==> config.mk <==
export PLATFORM = sky130hd
export DESIGN_NAME = store_buffer
export DESIGN_NICKNAME = d
export VERILOG_FILES = /design/src/rtl/store_buffer.sv
export SDC_FILE = /design/constraint.sdc
export NUM_CORES = 1
export LEC_CHECK = 0
export BUFFER_PORTS_ARGS = -buffer_cell sky130_fd_sc_hd__clkbuf_2
export CORE_UTILIZATION = 30
export DETAILED_ROUTE_END_ITERATION = 8
export HOLD_SLACK_MARGIN = 0.03
export PLACE_DENSITY = 0.54
export SYNTH_ARGS = -nofsm -noshare
export SYNTH_HDL_FRONTEND = slang
export SYNTH_SLANG_ARGS = --single-unit
==> constraint.sdc <==
create_clock -name clk -period 4.4 [get_ports clk]
set_input_delay 0.88 -clock clk [delete_from_list [all_inputs] [get_ports clk]]
set_output_delay 0.88 -clock clk [all_outputs]
set_load 0.1 [all_outputs]
==> src/rtl/store_buffer.sv <==
// Circular FIFO write buffer between the memory stage and data memory, with word-granular load hazard detection.
// Optional STORE_BUF_FWD_EN: forward the youngest matching full-word store to an aligned load instead of stalling.
module store_buffer #(
  parameter int DEPTH = 4,
  parameter int AW    = 32,
  parameter int DW    = 32
) (
  input  logic                     clk,
  input  logic                     reset,
  input  logic                     st_valid,
  input  logic [AW-1:0]            st_addr,
  input  logic [DW-1:0]            st_data,
  input  logic [1:0]               st_size,
  input  logic                     ld_valid,
  input  logic [AW-1:0]            ld_addr,
  output logic                     stall,
  output logic                     ld_fwd_valid,
  output logic [DW-1:0]            ld_fwd_data,
  output logic                     mem_we,
  output logic [AW-1:0]            mem_addr,
  output logic [DW-1:0]            mem_wd,
  output logic [1:0]               mem_size,
  input  logic                     mem_ready,
  output logic                     empty,
  output logic [$clog2(DEPTH):0]   count
);

  localparam int PW = $clog2(DEPTH);
  localparam int CW = PW + 1;

  logic [AW-1:0]    r_addr [DEPTH];
  logic [DW-1:0]    r_data [DEPTH];
  logic [1:0]       r_size [DEPTH];
  logic [DEPTH-1:0] r_valid;
  logic [PW-1:0]    r_wr_ptr;
  logic [PW-1:0]    r_rd_ptr;
  logic [CW-1:0]    r_count;

  logic             w_full;
  logic             w_empty;
  logic             w_push;
  logic             w_pop;
  logic [DEPTH-1:0] w_match;
  logic             w_hazard;
  logic             w_fwd_hit;

  assign w_full  = (r_count == CW'(DEPTH));
  assign w_empty = (r_count == '0);
  // A full buffer refuses the store even when the head drains this cycle.
  assign w_push  = st_valid && !w_full;
  assign w_pop   = !w_empty && mem_ready;

  genvar gi;
  generate
    for (gi = 0; gi < DEPTH; gi++) begin : g_match
      assign w_match[gi] = r_valid[gi] && (r_addr[gi][AW-1:2] == ld_addr[AW-1:2]);
    end
  endgenerate

  assign w_hazard = ld_valid && (|w_match);

`ifdef STORE_BUF_FWD_EN
  logic [PW-1:0] w_scan_idx;
  logic          w_young_any;
  logic [1:0]    w_young_size;
  logic [DW-1:0] w_young_data;

  // Scan oldest to youngest from the head; the last match is the youngest store.
  always_comb begin
    w_scan_idx   = r_rd_ptr;
    w_young_any  = 1'b0;
    w_young_size = 2'b00;
    w_young_data = '0;
    for (int k = 0; k < DEPTH; k++) begin
      w_scan_idx = r_rd_ptr + PW'(k);
      if (w_match[w_scan_idx]) begin
        w_young_any  = 1'b1;
        w_young_size = r_size[w_scan_idx];
        w_young_data = r_data[w_scan_idx];
      end
    end
  end

  assign w_fwd_hit    = w_hazard && w_young_any && (w_young_size == 2'b10) && (ld_addr[1:0] == 2'b00);
  assign ld_fwd_valid = w_fwd_hit;
  assign ld_fwd_data  = w_fwd_hit ? w_young_data : '0;
`else
  logic w_unused_ld_lo;

  assign w_unused_ld_lo = ^ld_addr[1:0];
  assign w_fwd_hit      = 1'b0;
  assign ld_fwd_valid   = 1'b0;
  assign ld_fwd_data    = '0;
`endif

  assign stall = (st_valid && w_full) || (w_hazard && !w_fwd_hit);

  assign mem_we   = !w_empty;
  assign mem_addr = r_addr[r_rd_ptr];
  assign mem_wd   = r_data[r_rd_ptr];
  assign mem_size = r_size[r_rd_ptr];
  assign empty    = w_empty;
  assign count    = r_count;

  // Payload storage carries no reset; only the valid bits and pointers define occupancy.
  always_ff @(posedge clk) begin
    if (w_push && !reset) begin
      r_addr[r_wr_ptr] <= st_addr;
      r_data[r_wr_ptr] <= st_data;
      r_size[r_wr_ptr] <= st_size;
    end
  end

  always_ff @(posedge clk) begin
    if (reset) begin
      r_wr_ptr <= '0;
      r_rd_ptr <= '0;
      r_count  <= '0;
      r_valid  <= '0;
    end else begin
      if (w_pop) begin
        r_valid[r_rd_ptr] <= 1'b0;
        r_rd_ptr          <= r_rd_ptr + 1'b1;
      end
      if (w_push) begin
        r_valid[r_wr_ptr] <= 1'b1;
        r_wr_ptr          <= r_wr_ptr + 1'b1;
      end
      case ({w_push, w_pop})
        2'b10:   r_count <= r_count + 1'b1;
        2'b01:   r_count <= r_count - 1'b1;
        default: r_count <= r_count;
      endcase
    end
  end

endmodule

==> flow_metrics.tcl <==
set metrics [dict create \
    netlist_instances 635 \
    skew_ns 0.0201 \
    ant_nets 0 \
    root_buffer "clkbuf_16" \
    criticalPathCategory "input port to output pin" \
    rsz0062_at_grt "false" \
    grt-ovfl-total 0 \
    cts.sink_count 277 \
    cts_tree "yes" \
    cts_buffers 34 \
    period_minus_slack_ns 3.75 \
    synth_fa_ha_area_frac 0.0111 \
    path_cells "clkbuf_2, xnor2_1, nand4_1, nor4_1, nand4_1, nand4_1, a32o_2, clkbuf_2" \
    fp.dieH_um 202 \
    cpMaxStageDelayCell "clkbuf_2" \
    synth-seq-cells 277 \
    r2r-start "count[0]$_SDFFE_PP0P_" \
    place_congestion 0.808 \
    worst_pin_slew_ns 0.638 \
    yosys.area_share.simple 0.0353 \
    synth_xor_area_frac 0.0962 \
    cp.required_ns 3.52 \
    holdBufCountCts 0 \
    area_delta_synth_final_pct 20.2 \
    first_global_vias 6416 \
    netlist_area_sq_mm 0.0120 \
    die-width_um 202 \
    first_pass_iters 5 \
    fin_tns_setup_ns 0 \
    grtUsageTotal 0.144 \
    portBuffers 172 \
    drtIter0Drc 360 \
    ioPinCount 208 \
    r2r.worst_path.cells 7 \
    worst_ir_drop_vdd_uv 355 \
    start_kind "input port" \
    vias_per_cell 4.53 \
    cap_violations 0 \
    min_to "r_wr_ptr[1]$_SDFFE_PP0N_" \
    path_max_fanout 4 \
    relSlewSlack 0.577 \
    clk_latency_ns 0.54 \
    hpwlAfterDp_um 20300 \
    timing.rr.end "r_addr[1][24]$_DFFE_PP_" \
    synthArstFlopShare 0 \
    synth_top_family_by_area "multiplexers" \
    cts_resized 0 \
    synth-edff-count 264 \
    fin_cells 1363 \
    drive_gt1_frac 0.389 \
    drc 0 \
    max_stage_delay_ns 0.45 \
    placed_cells 1300 \
    worstHoldStart "r_wr_ptr[1]$_SDFFE_PP0N_" \
    min_path_type "flop to flop" \
    status "complete, no violations" \
    avgSynthCellArea_sq_um 18.9 \
    power.leakage_nw 4.89 \
    pwr_density_cell_mw_per_mm2 663 \
    cts_buffer_depth 3 \
    timing.final.crit_share 0.851 \
    cp-end-kind "output pin" \
    report.final.slew_viol_count 0 \
    synthFlopType "edfxtp_1" \
    wl_per_cell_um 21.3 \
    num_vias 6173 \
    ys_seq_area_frac 0.683 \
    cpMostUsedCell "nand4_1" \
    grt_pass1_wl_um 42300 \
    critical_path_arrival_ns 2.87 \
    final_nets 931 \
    ys_types 31 \
    die-area_sq_mm 0.0408 \
    synth_compound_area_frac 0.00751 \
    core_sq_mm 0.0390 \
    rows 72 \
    wl_um 29000 \
    path_clk_slew_ns 0.05 \
    setup_viol 0 \
    postCtsSetupBuffers 0 \
    ys_warn_count 0 \
    min_path_cells 2 \
    grt_max_degree 51 \
    clock.fmax_mhz 267 \
    h-tree-depth 2 \
    hold_viol 0 \
    antenna_found_initial 7 \
    initial_utilization 0.308 \
    regToRegSetupSlack_ns 1.83 \
    synthMuxAreaShare 0.124 \
]
[power breakdown]
group | internal, W | total (W) | switching (W)
sequential | 0.00307 | 0.00325 | 0.000177
combinational | 0.000790 | 0.00358 | 0.00279
clock | 0.00167 | 0.00274 | 0.00107
total | 0.00553 | 0.00956 | 0.00403
[worst max-delay path, delay by kind of cell]
family / cells / cell delay, ns
compound gates: 1 / 0.16
xor+xnor: 1 / 0.27
buf+inv: 2 / 0.61
simple gates: 4 / 0.93
[area by class of cell]
type                            count  area (sq um)
Multi-Input combinational cell    313          3420
Clock buffer                       47           931
Timing Repair Buffer              183          1020
Tap cell                          518           648
Clock inverter                     14           173
Fill cell                        3686         24600
Antenna cell                        2          5.00
Sequential cell                   277          8200
Inverter                            9          33.8
[synthesized netlist by cell type, drive strengths merged (2+ instances only)]
master	number	area share
and2	6	0.0033
xnor2	78	0.063
nor2	14	0.0060
clkbuf	3	0.00094
nand4	25	0.013
edfxtp	264	0.66
buf	65	0.040
xor2	46	0.034
or3	2	0.0015
nand2	7	0.0030
mux4	66	0.12
dfxtp	13	0.022
a21oi	4	0.0020
a22oi	4	0.0042
nor4	16	0.0083
inv	9	0.0028
ha	9	0.0094
[logic make-up after synthesis]
group / after synthesis
muxes: 66
AOI/OAI and AO/OA: 10
adders and majority gates: 10
other: 1
buffers and inverters: 77
xor gates and xnor gates: 124
DFF: 277
and+or+nand+nor: 70
[sequential cells by signal, indices dropped and copies added, names as in the netlist, named ones only]
register / count
r_rd_ptr: 2
r_valid: 4
r_addr: 128
r_data: 128
r_size: 8
count: 3
r_wr_ptr: 2
[cells in the final DEF, fill, tap and decap left out, types with 5 or more instances in the layout]
cell and n:
dfxtp_1 11, inv_1 9, clkbuf_16 35, conb_1 33, clkbuf_1 11, nor4_1 16, xnor2_2 9, ha_1 9
nand4_1 25, mux4_2 66, xor2_1 46, edfxtp_1 264, xnor2_1 69, and2_4 5, clkbuf_2 172, nor2_1 8
buf_4 5, buf_12 6, nor2_2 5
[how the worst max path moves through the flow]
stage / start / endpoint / cells past startpoint / slack [ns]
final: ld_addr[5] / stall / 8 / 0.65
after floorplan: count[0]$_SDFFE_PP0P_ / r_addr[0][0]$_DFFE_PP_ / 7 / 0.68
after global placement: ld_addr[5] / stall / 8 / 0.65
after CTS: ld_addr[5] / stall / 8 / 0.62
after global routing: ld_addr[5] / stall / 8 / 0.46
after detailed placement: ld_addr[5] / stall / 8 / 0.63
[metrics by stage]
| step | setup WS [ns] | utilization | area, sq um | hold WS (ns) | total power [W] |
|---|---|---|---|---|---|
| 2_1_floorplan | 0.679 | - | 12100 | 0.463 | 0.00633 |
| 3_3_place_gp | 0.655 | 0.341 | 13300 | 0.497 | 0.00693 |
| 3_5_place_dp | 0.631 | 0.341 | 13300 | 0.500 | 0.00693 |
| 4_1_cts | 0.622 | 0.370 | 14400 | 0.508 | 0.00971 |
| 6_report | 0.655 | 0.370 | 14400 | 0.506 | 0.00956 |
| 5_1_grt | 0.456 | 0.370 | 14400 | 0.534 | 0.00991 |
[layer usage]
layer  GRT usage  vias to the layer above  wire length, um
li1            -                     2783                -
met1       0.183                     3096            11900
met2       0.227                      235            13800
met3      0.0506                       49             2640
met4      0.0519                       10              653
met5     0.00476                        -               66
Power figures use the tool's default switching activity.
